[config.mk]
export PLATFORM = sky130hd
export DESIGN_NAME = pipeline_hazard_unit
export DESIGN_NICKNAME = d
export VERILOG_FILES = /design/src/rtl/hazard_pkg.sv /design/src/rtl/md_busy_counter.sv /design/src/rtl/pipeline_hazard_unit.sv
export SDC_FILE = /design/constraint.sdc
export NUM_CORES = 1
export LEC_CHECK = 0
export CAP_MARGIN = 20
export CORE_MARGIN = 3
export CORE_UTILIZATION = 27
export DETAILED_ROUTE_END_ITERATION = 6
export PLACE_DENSITY_LB_ADDON = 0.3
export SLEW_MARGIN = 40
export SYNTH_ARGS = -nofsm -noshare
export SYNTH_HDL_FRONTEND = slang
export SYNTH_SLANG_ARGS = --single-unit
[constraint.sdc]
create_clock -name clk -period 4.45 [get_ports clk]
set_input_delay 1.335 -clock clk [delete_from_list [all_inputs] [get_ports clk]]
set_output_delay 1.335 -clock clk [all_outputs]
set_load 0.05 [all_outputs]
[src/rtl/hazard_pkg.sv]
// Shared encodings, stage record and helpers for the pipeline hazard unit.
package hazard_pkg;

  localparam int PKG_ADDR_W = 5;
  localparam int PKG_TNEW_W = 3;

  localparam logic [1:0] FWD_RF = 2'd0;
  localparam logic [1:0] FWD_E  = 2'd1;
  localparam logic [1:0] FWD_M  = 2'd2;
  localparam logic [1:0] FWD_W  = 2'd3;

  localparam logic [PKG_TNEW_W-1:0] TUSE_NEVER = 3'd7;

  typedef struct packed {
    logic                  write;
    logic [PKG_ADDR_W-1:0] dst;
    logic [PKG_TNEW_W-1:0] tnew;
  } stage_t;

  function automatic logic [PKG_TNEW_W-1:0] satDec(logic [PKG_TNEW_W-1:0] v);
    return (v == '0) ? v : v - 1'b1;
  endfunction

  // $0 is hardwired, so it never produces a hazard or a forward.
  function automatic logic stageHit(stage_t s, logic [PKG_ADDR_W-1:0] a);
    return s.write && (s.dst == a) && (a != '0);
  endfunction

endpackage

[src/rtl/md_busy_counter.sv]
// Down-counter tracking how many more cycles the HI/LO unit stays busy.
module md_busy_counter #(
  parameter int CNT_W = 4
)(
  input  logic             clk,
  input  logic             reset,
  input  logic             load,
  input  logic [CNT_W-1:0] loadVal,
  output logic             busy
);

  logic [CNT_W-1:0] cnt;

  always_ff @(posedge clk) begin
    if (reset)            cnt <= '0;
    else if (load)        cnt <= loadVal;
    else if (cnt != '0)   cnt <= cnt - 1'b1;
  end

  assign busy = (cnt != '0);

endmodule

[src/rtl/pipeline_hazard_unit.sv]
// Stall/forward controller for the 5-stage pipeline: tracks E/M/W producers
// and the mult/div unit, resolves D-stage stalls and D/E forward selects.
module pipeline_hazard_unit
  import hazard_pkg::*;
#(
  parameter int REG_ADDR_W  = 5,
  parameter int TNEW_W      = 3,
  parameter int MULT_CYCLES = 5,
  parameter int DIV_CYCLES  = 10
)(
  input  logic                  clk,
  input  logic                  reset,
  input  logic [REG_ADDR_W-1:0] d_rs_addr,
  input  logic [REG_ADDR_W-1:0] d_rt_addr,
  input  logic [TNEW_W-1:0]     d_tuse_rs,
  input  logic [TNEW_W-1:0]     d_tuse_rt,
  input  logic [TNEW_W-1:0]     d_tnew,
  input  logic                  d_reg_write,
  input  logic [REG_ADDR_W-1:0] d_dst_addr,
  input  logic                  d_md_start,
  input  logic                  d_md_is_div,
  input  logic                  d_md_access,
  output logic                  stall,
  output logic [1:0]            fwd_d_rs,
  output logic [1:0]            fwd_d_rt,
  output logic [1:0]            fwd_e_rs,
  output logic [1:0]            fwd_e_rt,
  output logic                  md_busy
);

  localparam int MD_MAX = (DIV_CYCLES > MULT_CYCLES) ? DIV_CYCLES : MULT_CYCLES;
  localparam int CNT_W  = $clog2(MD_MAX + 1);

  stage_t                  stE, stM, stW;
  logic [REG_ADDR_W-1:0]   eRs, eRt;
  logic                    eMd;

  // Operand index 0 = rs, 1 = rt.
  logic [1:0][REG_ADDR_W-1:0] dSrc, eSrc;
  logic [1:0][TNEW_W-1:0]     dTuse;
  logic [1:0]                 opHaz;
  logic [1:0][1:0]            fwdD, fwdE;
  logic                       mdHaz, mdLoad;
  logic [CNT_W-1:0]           mdLoadVal;

  assign dSrc  = {d_rt_addr, d_rs_addr};
  assign dTuse = {d_tuse_rt, d_tuse_rs};
  assign eSrc  = {eRt, eRs};

  always_comb begin
    opHaz = '0;
    fwdD  = '0;
    fwdE  = '0;
    for (int i = 0; i < 2; i++) begin
      // Youngest producer wins; an older stage may hold a stale value.
      if (stageHit(stE, dSrc[i])) begin
        opHaz[i] = (dTuse[i] != TUSE_NEVER) && (stE.tnew > dTuse[i]);
        fwdD[i]  = (stE.tnew == '0) ? FWD_E : FWD_RF;
      end else if (stageHit(stM, dSrc[i])) begin
        opHaz[i] = (dTuse[i] != TUSE_NEVER) && (stM.tnew > dTuse[i]);
        fwdD[i]  = (stM.tnew == '0) ? FWD_M : FWD_RF;
      end else if (stageHit(stW, dSrc[i])) begin
        opHaz[i] = (dTuse[i] != TUSE_NEVER) && (stW.tnew > dTuse[i]);
        fwdD[i]  = (stW.tnew == '0) ? FWD_W : FWD_RF;
      end

      if (stageHit(stM, eSrc[i]))
        fwdE[i] = (stM.tnew == '0) ? FWD_M : FWD_RF;
      else if (stageHit(stW, eSrc[i]))
        fwdE[i] = (stW.tnew == '0) ? FWD_W : FWD_RF;
    end
  end

  // eMd covers the edge where an md op has just entered E; the counter is
  // already non-zero then, so this only matters for a zero-latency config.
  assign mdHaz = d_md_access && (md_busy || eMd);
  assign stall = |opHaz || mdHaz;

  assign fwd_d_rs = fwdD[0];
  assign fwd_d_rt = fwdD[1];
  assign fwd_e_rs = fwdE[0];
  assign fwd_e_rt = fwdE[1];

  always_ff @(posedge clk) begin
    if (reset) begin
      stE <= '0;
      stM <= '0;
      stW <= '0;
      eRs <= '0;
      eRt <= '0;
      eMd <= 1'b0;
    end else begin
      stM <= '{write: stE.write, dst: stE.dst, tnew: satDec(stE.tnew)};
      stW <= '{write: stM.write, dst: stM.dst, tnew: satDec(stM.tnew)};
      if (stall) begin
        stE <= '0;
        eRs <= '0;
        eRt <= '0;
        eMd <= 1'b0;
      end else begin
        stE <= '{write: d_reg_write, dst: d_dst_addr, tnew: d_tnew};
        eRs <= d_rs_addr;
        eRt <= d_rt_addr;
        eMd <= d_md_start;
      end
    end
  end

  assign mdLoad    = !stall && d_md_start;
  assign mdLoadVal = d_md_is_div ? CNT_W'(DIV_CYCLES) : CNT_W'(MULT_CYCLES);

  md_busy_counter #(.CNT_W(CNT_W)) uMdCnt (
    .clk     (clk),
    .reset   (reset),
    .load    (mdLoad),
    .loadVal (mdLoadVal),
    .busy    (md_busy)
  );

endmodule

* Word level (Yosys, flattened, before mapping)
Index checks and enable logic that the tools add are counted.
** Cells by class
- Magnitude comparators :: 6
- Equality and inequality tests :: 12
- $add $sub $neg :: 3
- Reduce and logical (&&, ||, !) cells :: 42
- Multiplexer cells :: 24
** Operators with widths (number)
- == test 5 bit :: 10
- logical AND 1 bit :: 28
- 2-to-1 mux 2 bit :: 12
- nonzero test 5 bit :: 4
- greater-than comparator 3 bit :: 6
- 2-to-1 mux 4 bit :: 3
- logical NOT 3 bit :: 3
- 2-to-1 mux 1 bit :: 7
- 2-to-1 mux 3 bit :: 2
- inequality test 3 bit (second input constant) :: 2
- subtractor 3 x 1 -> 3 bit (second input constant) :: 2
- nonzero test 4 bit :: 1
- OR reduction 2 bit :: 2
- subtractor 4 x 1 -> 4 bit (second input constant) :: 1
- logical OR 1 bit :: 2
- nonzero test 2 bit :: 1
- logical NOT 1 bit :: 1
** Storage, ports and cells
- Register bits :: 42
- Input port bits :: 30
- Word-level logic and storage cells :: 100
- Output and inout port bits :: 10

* Logic depth before layout (Yosys ltp)
- Word-level depth :: 11
- Gate-level depth with buffers :: 10
- Depth with buffers taken out :: 9

* By module
A second synthesis with hierarchy kept.
** Second synthesis, totals
- Cell total of the unflattened synthesis :: 306
- Area total of the unflattened synthesis :: 2752.6 µm²
** Modules (own cells, without submodules)
- pipeline_hazard_unit :: area an instance 2522.4 µm², cells an instance 280, sequential area each 760.7 µm², instances 1
- md_busy_counter :: area an instance 230.2 µm², cells an instance 26, sequential area each 80.1 µm², instances 1

* Worst setup path after synthesis
No wires, ideal clock.
- Path kind :: input -> output
- Start :: input d_rt_addr[1]
- End :: output fwd_d_rt[0]
- Path buffers :: 0
- Cell stages on the path :: 5
- Data arrival time :: 3399 ps
- Required time :: 3115 ps
- Path slack :: -284 ps
- Cells stage by stage :: or4_1 nor2_2 nor4_1 nand3b_1 o21ai_0
** Between the ends
- Longest elaborated chain between the ends :: 6
- Elaborated cells on any way between the ends :: 13
- Classes of those cells :: eq/ne: 3; mux: 3; reduce/logical: 7
** RTL lines
- start: declaration :: line pipeline_hazard_unit.sv:14 : input logic [REG_ADDR_W-1:0] d_rt_addr,
- == test 5 bit :: line hazard_pkg.sv:26 : return s.write && (s.dst == a) && (a != '0);
- logical AND 1 bit (2 in series) :: line hazard_pkg.sv:26
- 2-to-1 mux 2 bit :: line pipeline_hazard_unit.sv:62 : end else if (stageHit(stW, dSrc[i])) begin
- 2-to-1 mux 2 bit :: line pipeline_hazard_unit.sv:59 : end else if (stageHit(stM, dSrc[i])) begin
- 2-to-1 mux 2 bit (*) :: line pipeline_hazard_unit.sv:56 : if (stageHit(stE, dSrc[i])) begin
- end: declaration :: line pipeline_hazard_unit.sv:25 : output logic [1:0] fwd_d_rt,
Mark *: on every way between the ends. The rest lies on a longest branch, timed or not.

* Worst setup path after layout
- Start :: input d_rs_addr[1]
- End :: output stall
** Between the ends
- Longest elaborated chain between the ends :: 8
- Elaborated cells on any way between the ends :: 15
- Classes of those cells :: eq/ne: 3; mux: 3; reduce/logical: 9
** RTL lines
- start: declaration :: line pipeline_hazard_unit.sv:13 : input logic [REG_ADDR_W-1:0] d_rs_addr,
- == test 5 bit :: line hazard_pkg.sv:26
- logical AND 1 bit (2 in series) :: line hazard_pkg.sv:26
- 2-to-1 mux 1 bit :: line pipeline_hazard_unit.sv:62
- 2-to-1 mux 1 bit :: line pipeline_hazard_unit.sv:59
- 2-to-1 mux 1 bit (*) :: line pipeline_hazard_unit.sv:56
- OR reduction 2 bit (*) :: line pipeline_hazard_unit.sv:77 : assign stall = |opHaz || mdHaz;
- logical OR 1 bit (*) :: line pipeline_hazard_unit.sv:77
- end: declaration :: line pipeline_hazard_unit.sv:23 : output logic stall,
Marked as above.

==> impl_metrics.ini <==
[hold_path]
hold_path_class = reg2reg
hold_depth = 1
min_from = stE[8]
hold_path_end = stM[8]

[sta]
tightest_slew_ns = 0.6593
hold_viol_final = 0
post-route-min-period_ns = 4.395
slew_headroom_pct = 55.90
fin_skew_ns = 0.005783
fin_crit_sh_pct = 98.78
slew_violations = 0
timing.fmax_mhz = 227.5
setup_viol_count_final = 0

[setup_path]
timing.rr.start = stM[4]
cpPeakStageDelay_ns = 0.54
cp_cell_sequence = clkdlybuf4s15_1 -> or4_4 -> nor2_4 -> buf_6 -> a31oi_1 -> a21oi_2 -> nor3_2 -> or2_4 -> buf_12
critPathTopFamily = simple AND/OR/NAND/NOR gates
cp-end-kind = primary output
timing.critical_path.buf_inv = 3
critPathKind = in2out
ff2ff_path_depth = 9
cp.arrival_ns = 3.06
cp_data_required_time_ns = 3.12
cp_slowest_cell = or4_4
crit_fanout = 3
timing.rr.end = stE[6]
reg2reg_slack_ns = 1.83
cp-start-kind = input pin

[floorplan]
rows = 35
die_h_um = 104.7
coreArea_um2 = 9371
die_x_um = 104.7
dieArea_um2 = 10970
ioPinCount = 40
initial_core_util_pct = 28.08

[final_layout]
diodes = 0
final_cell_area_um2 = 3675
seq_area_um2 = 840.8
n_fill_cell = 982
final_nets = 405
area_growth_syn_to_layout_pct = 39.66
final_cells = 480
multi_input_comb_area_um2 = 1917
final_layout_size_suffix_gt1_share_pct = 25.64

[synth]
ys_top_cells_by_area = dfxtp_1 32%, xnor2_1 12%, ha_1 12%, xor2_1 6.0%, nor2b_1 4.8%
ys_ff_latch = 42
synth_area_um2 = 2631
async_flop_share_pct = 0
yosysWarningCount = 0
yosysTopAreaCellShare_pct = 31.95
synth_most_common_cell = dfxtp_1
synth_cell_types = 41
ys.flop_type = dfxtp_1
yosysTopAreaCell = dfxtp_1
syn_inst = 287
syn_nets = 342
synth_edf_count = 0
seq_area_frac_synth_pct = 31.95
synth_commonest_cells = 42 x dfxtp_1, 36 x xnor2_1, 25 x ha_1, 20 x nor2b_1, 19 x and2_1
avgSynthCellArea_um2 = 9.168

[clock_tree]
clkSlewWorstSetupHoldPaths_ns = 0.08
cts_max_level = 2
cts_buffer_depth = 2
cts-root-buf = clkbuf_8
holdBufCountCts = 0
cts_buffers = 5
cts_tree = done
clock-sinks = 42
clk_latency_ns = 0.30

[detailed_routing]
post_drt_via_cell_ratio = 4.573
via_count = 2195
drc = 0
drtIter0Drc = 54
antenna_left = 0
routed_wl_um = 7151
drt_first_pass_iters = 4
wl_per_cell_um = 14.90

[global_route]
grt_pass1_vias = 2293
grt_pass1_wl_um = 11530
overflow = 0
antenna_found_initial = 0
grt_max_degree = 26
grt_usage_pct = 13.26

[job]
drv_cap = 0

[place]
place_hpwl_um = 5501
dp_cells = 469
gp_congestion = 0.8845
dpl-instance-area_um2 = 3356
port_buffers = 39

[status]
status = complete, no violations

[power_and_ir_drop]
max-vdd-ir-drop_mv = 0.1427
power.density_nw_per_um2 = 368.0
p_leak_nw = 1.437
power.total_mw = 1.352
cells by family (layout without fill, tap and decap cells):
family / after synthesis / in the layout / synth area share, %
AOI/OAI and AO/OA: 31 / 31 / 9.178
buffers and inverters: 26 / 90 / 3.994
xor gates and xnor gates: 54 / 54 / 17.97
adders and majority gates: 25 / 25 / 11.89
DFF: 42 / 42 / 31.95
muxes: 2 / 2 / 0.8084
and+or+nand+nor: 107 / 107 / 24.20
layout by cell type, fill, tap and decap left out, types with 4 or more instances in the layout:
master and instances:
dlygate4sd2_1 4, nand3_1 7, ha_1 19, clkbuf_8 6, and2_1 19, dfxtp_1 42, clkdlybuf4s50_1 18, nand2_1 8
xor2_1 18, buf_2 4, inv_2 4, inv_1 12, xnor2_1 34, nor2_1 12, nor2b_1 20, or4_1 4
buf_4 25, o31ai_1 5, nand4_1 8, ha_4 6
final cells by class:
type / instances / share of cell area [%]
timing repair buffer: 66 / 16.34
inverter: 16 / 1.634
clock inverter: 2 / 0.3405
multi-input combinational: 219 / 52.16
tap: 129 / 4.392
clock buffer: 6 / 2.247
sequential: 42 / 22.88
metrics by stage:
stage                TNS [ns]  setup slack (ns)  utilization, %  hold slack, ns
floorplan                   0           0.03744               -          0.4594
global placement       -1.498           -0.3688           35.74          0.5012
detailed placement     -1.678           -0.4008           35.81          0.5009
CTS                         0         0.0002809           38.77          0.5136
global route        -0.005734         -0.005734           39.21          0.5270
finish                      0           0.05450           39.21          0.5079
sequential cells by signal, summed over array words and instances (netlist names):
name	flops
eMd	1
eRs	5
eRt	5
stE	9
stM	9
stW	9
uMdCnt.cnt	4
worst max path at each step:
stage	cells after the start	startpoint	slack (ns)	to
after global placement	10	d_tuse_rt[1]	-0.37	stall
after floorplan	5	d_rt_addr[1]	0.04	fwd_d_rt[1]
final	9	d_rs_addr[1]	0.05	stall
after global routing	9	d_rs_addr[1]	-0.006	fwd_d_rs[0]
after detailed placement	10	d_tuse_rt[1]	-0.40	stall
after CTS	9	d_rs_addr[0]	0.0003	stall
where the power goes:
part | switching, mW | internal [mW] | leakage (nW)
Combinational | 0.307 | 0.274 | 1.04
Sequential | 0.0719 | 0.439 | 0.345
Clock | 0.136 | 0.125 | 0.0472
per-layer routing:
metal	part of all wire (%)	track usage (%)
met3	3.5	3.274
met1	43	15.72
met4	2.4	3.280
met2	51	23.83
met5	0	0
repair_timing:
| action | in CTS | in global routing |
|---|---|---|
| setup endpoints to repair | 5 | 6 |
| resized for setup | 70 | 13 |
| pin swaps | 23 | 17 |
| buffers inserted | 3 | 1 |
No activity file was read; power rests on OpenSTA's default activity.
==> RTL change 1 (config.mk and constraints unchanged) <==
Set the parameter `MULT_CYCLES` to 6 (it was 5).
--- a/src/rtl/pipeline_hazard_unit.sv
+++ b/src/rtl/pipeline_hazard_unit.sv
@@ -5,7 +5,7 @@
 #(
   parameter int REG_ADDR_W  = 5,
   parameter int TNEW_W      = 3,
-  parameter int MULT_CYCLES = 5,
+  parameter int MULT_CYCLES = 6,
   parameter int DIV_CYCLES  = 10
 )(
   input  logic                  clk,
Behaviour: not the same (Yosys sat finds a counterexample within 10 cycles, from zero or initial values and one cycle with reset high).
==> RTL change 1 against the original RTL <==
The flow now finishes with violations (negative setup slack). Sequential power decreased by 2%. Design area down 1.8%. Final cell count rose by 0.83%. Routed wire length is 5.9% lower. Sequential cell count unchanged. Clock skew decreased by 0.0013 ns. Total power shrank 4.4%. Synthesized area down 0.71%. Worst setup slack worse by 0.14 ns.
==> RTL change 1: results (changes against the original RTL) <==
- Outcome: finished, violations left
- Violated checks: negative setup slack
- Syn Nets: 343 (+0.29%)
- Via count: 2128 (-3.1%)
- CTS clock-pin slew for the worst setup and hold paths: 0.09 ns
- Worst-Margin Slew: 0.6417 ns (-0.01758 ns)
- Worst vdd ir: 194.8 uV (+37%)
- Top post-synthesis cells by count: 42 x dfxtp_1, 38 x xnor2_1, 25 x ha_1
- Hold depth: 1 (unchanged)
- CP Data Arrival Time: 3.20 ns (+0.14 ns)
- Netlist cell types: 38 (-7.3%)
- Synth Area in Compound Gates: 0.06705 (-0.02472)
- Sequential share of the synthesized area: 0.3218 (+0.002296)
- CTS Buf Count: 5 (unchanged)
- Fin nets: 409 (+0.99%)
- Largest cells by area after synthesis: dfxtp_1 32%, xnor2_1 13%, ha_1 12%
- Reg2reg path depth: 11 (+2)
- Final setup vio count: 3 (+3)
- Cells after DPL: 473 (+0.85%)
- Cts repair resizes: 54 (-23%)
- Ys flop type: dfxtp_1
- Top Registers: stE (9), stM (9), stW (9)
- Lkg Pwr: 1.481 nW (+3.1%)
- Critical Setup Path Class: in2out
- Synth Area in Adders: 0.1197 (+0.0008540)
- RePlAce Congestion: 0.9270 (+4.8%)
- Largest buffer count on any clock path: 2 (unchanged)
- Synth async-reset ratio: 0 (unchanged)
- Setup Skew: 0.004462 ns (-0.001320 ns)
- GR Util All Layers: 0.1265 (-0.006076)
- Max FO, Critical Path: 2 (-1)
- Post-route setup slack: -0.08367 ns (-0.1382 ns)
- Synthesis Warnings: 0 (unchanged)
- First-pass GRT wire length: 11.10 mm (-3.7%)
- Initial antenna violation count: 0 (unchanged)
- IO buf count: 39 (unchanged)
- Post-Synthesis Cells: 288 (+0.35%)
- Drt wl/cell: 13.90 um (-6.7%)
- Post-route non-filler standard cell count: 484 (+0.83%)
- Dpl hpwl: 5.222 mm (-5.1%)
- XOR/XNOR Fraction of Synth Area: 0.1810 (+0.001291)
- Minimum setup slack among reg-to-reg paths: 1.66 ns (-0.17 ns)
- Worst-skew pair later-pin latency: approximately 0.31 ns
- Setup bufs post-CTS: 4 (+1)
- Post-Place Setup Slack: -0.5173 ns (-0.1165 ns)
- Iter 0 DRT Violations: 79 (+46%)
- Root Buffer: clkbuf_8
- Vias in the first global route: 2186 (-4.7%)
- Ant diodes: 0 (unchanged)
- Mux cell area share after synthesis: 0.01676 (+0.008679)
- Ratio of cells with drive above 1 in the final layout: 0.2451 (-0.01134)
- Hold_ws: 0.5191 ns (+0.01126 ns)
- DP Area: 3400 um2 (+1.3%)
- Largest net degree at the start of global routing: 27 (+3.8%)
## RTL change 1: changes by cell type in the layout (fill, tap and decap cells not counted), sizes merged, moves of 3 or more
cell | before | now
a21oi | 4 | 7
o21ai | 7 | 3
buf | 36 | 44
nand2b | 4 | 1
clkdlybuf4s15 | 4 | 1
nor2 | 14 | 17
a32oi | 4 | 1
o31ai | 5 | 0
## RTL change 1: layer usage
metal | routed length, um | part of all wire | vias up | global-route usage
li1 | - | - | 1109 | -
met2 | 3139 | 0.47 | 35 | 0.2043
met5 | 0 | 0 | - | 0
met3 | 226 | 0.034 | 6 | 0.02607
met1 | 3305 | 0.49 | 978 | 0.1725
met4 | 59 | 0.0088 | 0 | 0.02944
## RTL change 1: cell type report
cell class,instances,area [um2]
sequential,42,840.8
multi-input combinational,217,1788
fill,948,5720
clock inverter,3,23.77
tap,129,161.4
clock buffer,5,68.82
timing repair buffer,71,660.6
inverter,17,63.81
## RTL change 1: worst paths after layout
path / start / to
setup reg to reg: stM[6]$_SDFF_PP0_ / uMdCnt.cnt[2]$_SDFFE_PP0P_
hold / removal: stE[8]$_SDFF_PP0_ / stM[8]$_SDFF_PP0_
setup / recovery: d_rs_addr[2] / stall
hold reg to reg: stE[8]$_SDFF_PP0_ / stM[8]$_SDFF_PP0_
## RTL change 1: power by group
part	switching (mW)	leakage, nW	internal, mW
registers	0.0642	0.345	0.436
clock network	0.153	0.0408	0.112
logic	0.267	1.10	0.260
total	0.485	1.48	0.808
## RTL change 1: per-stage QoR
stage | setup TNS [ns] | power [mW]
after detailed placement | -2.141 | 1.025
final | -0.1667 | 1.293
after floorplan | -0.1438 | 0.8465
after CTS | -0.3882 | 1.302
after global routing | -0.3478 | 1.384
after global placement | -1.982 | 1.014
==> RTL change 2 (same settings) <==
Without the edit above. Register the input `d_md_is_div` before use, with the module's reset. The logic sees it one clock later. The other inputs are not delayed to match.
--- a/src/rtl/pipeline_hazard_unit.sv
+++ b/src/rtl/pipeline_hazard_unit.sv
@@ -30,6 +30,16 @@
 
   localparam int MD_MAX = (DIV_CYCLES > MULT_CYCLES) ? DIV_CYCLES : MULT_CYCLES;
   localparam int CNT_W  = $clog2(MD_MAX + 1);
+
+  logic d_md_is_div_q;
+
+  always_ff @(posedge clk) begin
+    if (reset) begin
+      d_md_is_div_q <= '0;
+    end else begin
+      d_md_is_div_q <= d_md_is_div;
+    end
+  end
 
   stage_t                  stE, stM, stW;
   logic [REG_ADDR_W-1:0]   eRs, eRt;
@@ -107,7 +117,7 @@
   end
 
   assign mdLoad    = !stall && d_md_start;
-  assign mdLoadVal = d_md_is_div ? CNT_W'(DIV_CYCLES) : CNT_W'(MULT_CYCLES);
+  assign mdLoadVal = d_md_is_div_q ? CNT_W'(DIV_CYCLES) : CNT_W'(MULT_CYCLES);
 
   md_busy_counter #(.CNT_W(CNT_W)) uMdCnt (
     .clk     (clk),
Check against the original RTL: not equivalent (a bounded check fails within 10 cycles, from zero or initial values and one cycle with reset high).
==> RTL change 2 against the original RTL <==
Total power is 0.69% higher. Synthesized cell count is 1.4% higher. Sequential cell count is 1 higher. Critical path type unchanged. Largest cell class unchanged. Fmax is 0.38% higher. Global-route usage is 0.28 points lower. Worst setup slack better by 0.016 ns. Worst hold slack worse by 0.011 ns. Count of clock-buffer cells in the layout is 1 higher. Design area is 0.65% higher. Routed wire length is 2.3% lower. Synthesized area is 0.71% higher. Via count is 1.1% higher.
==> RTL change 2: results (changes against the original RTL) <==
- Outcome: completed
- Top post-synthesis cells by count: 43 x dfxtp_1, 40 x xnor2_1, 25 x ha_1
- First-pass GRT wire length: 11.47 mm (-0.48%)
- Synth async-reset ratio: 0 (unchanged)
- Netlist cell types: 46 (+12%)
- Non-clk buf share: 0.1756 (+0.01214)
- Multi-input combinational area share: 0.5017 (-0.01993)
- Fillers: 964 (-1.8%)
- CP Launch Point: d_rt_addr[4]
- Hold_ws: 0.4966 ns (-0.01128 ns)
- Non-clk bufs: 71 (+7.6%)
- Hold depth: 1 (unchanged)
- Slew Limit Headroom: 0.6621 (+0.1031)
- Iter 0 DRT Violations: 56 (+3.7%)
- Root Buffer: clkbuf_8
- Drt wl/cell: 14.32 um (-3.9%)
- Top delay family on crit path: simple AND/OR/NAND/NOR gates
- H-tree depth: 2 (unchanged)
- Minimum setup slack among reg-to-reg paths: 2.04 ns (+0.21 ns)
- Fin nets: 413 (+2.0%)
- Non-clk invs: 18 (+2)
- Setup bufs post-CTS: 3 (unchanged)
- Initial antenna violation count: 0 (unchanged)
- Reg2reg path depth: 8 (-1)
- GR Util All Layers: 0.1297 (-0.002807)
- Ratio of cells with drive above 1 in the final layout: 0.2507 (-0.005714)
- Sequential share of the synthesized area: 0.3248 (+0.005291)
- FF+latch area: 860.8 um2 (+2.4%)
- Setup Skew: 0.009773 ns (+0.003991 ns)
- Slowest-stage cell, CP: or4_4
- Worst-skew pair later-pin latency: 0.30 ns (about the same)
- Post-Place Setup Slack: -0.3318 ns (+0.06900 ns)
- Hold wc startpoint: stE[8]$_SDFF_PP0_
- Dpl hpwl: 5.550 mm (+0.90%)
- CP Data Arrival Time: 3.04 ns (-0.02 ns)
- Area of the multi-input gates: 1856 um2 (-3.2%)
- RePlAce Congestion: 0.8980 (+1.5%)
- Cells after DPL: 476 (+1.5%)
- Max FO, Critical Path: 4 (+1)
- Via count: 2220 (+1.1%)
- Lkg Pwr: 1.484 nW (+3.3%)
- Worst vdd ir: 195.7 uV (+37%)
- Die X-Extent: 105.1 um (+0.33%)
- Largest net degree at the start of global routing: 20 (-23%)
- Crit path largest cell delay: 0.43 ns (-0.11 ns)
- DP Area: 3431 um2 (+2.2%)
- Clock buffer count: 7 (+1)
- WL final: 6.987 mm (-2.3%)
- Vias in the first global route: 2365 (+3.1%)
- Syn Nets: 346 (+1.2%)
- Reg-to-Reg End: uMdCnt.cnt[3]$_SDFFE_PP0P_
- Largest cells by area after synthesis: dfxtp_1 32%, xnor2_1 13%, ha_1 12%
- Reg2reg start: stM[7]$_SDFF_PP0_
- Mean post-synth cell area: 9.107 um2 (-0.67%)
- Post-route minimum period: 4.379 ns (-0.01650 ns)
- Seq cells post-synth: 43 (+2.4%)
- Cts repair resizes: 55 (-21%)
- Clock-cell share: 0.02808 (+0.002202)
RTL change 2: changes by cell type after synthesis, sizes merged, moves of 3 or more:
cell and delta:
xnor2 +4, nor2 +6, xor2 -4, nor4 -3
nand3 -3
RTL change 2: where the power goes:
part / internal (mW) / switching [mW] / total, mW
sequential: 0.448 / 0.0707 / 0.519
combinational: 0.271 / 0.299 / 0.570
clock: 0.141 / 0.132 / 0.273
total: 0.860 / 0.502 / 1.36
RTL change 2: logic make-up after synthesis:
| family | count (synthesis) | synth area share |
|---|---|---|
| xor+xnor | 54 | 0.1785 |
| buf+inv | 29 | 0.04155 |
| simple gates | 107 | 0.2422 |
| compound gates | 31 | 0.08688 |
| fa+ha+maj | 25 | 0.1180 |
| flops | 43 | 0.3248 |
| mux | 2 | 0.008026 |
RTL change 2: routing by layer:
metal | global-route usage | part of all wire
met5 | 0 | 0
met4 | 0.03843 | 0.018
met2 | 0.2424 | 0.53
met3 | 0.02162 | 0.035
met1 | 0.1500 | 0.42
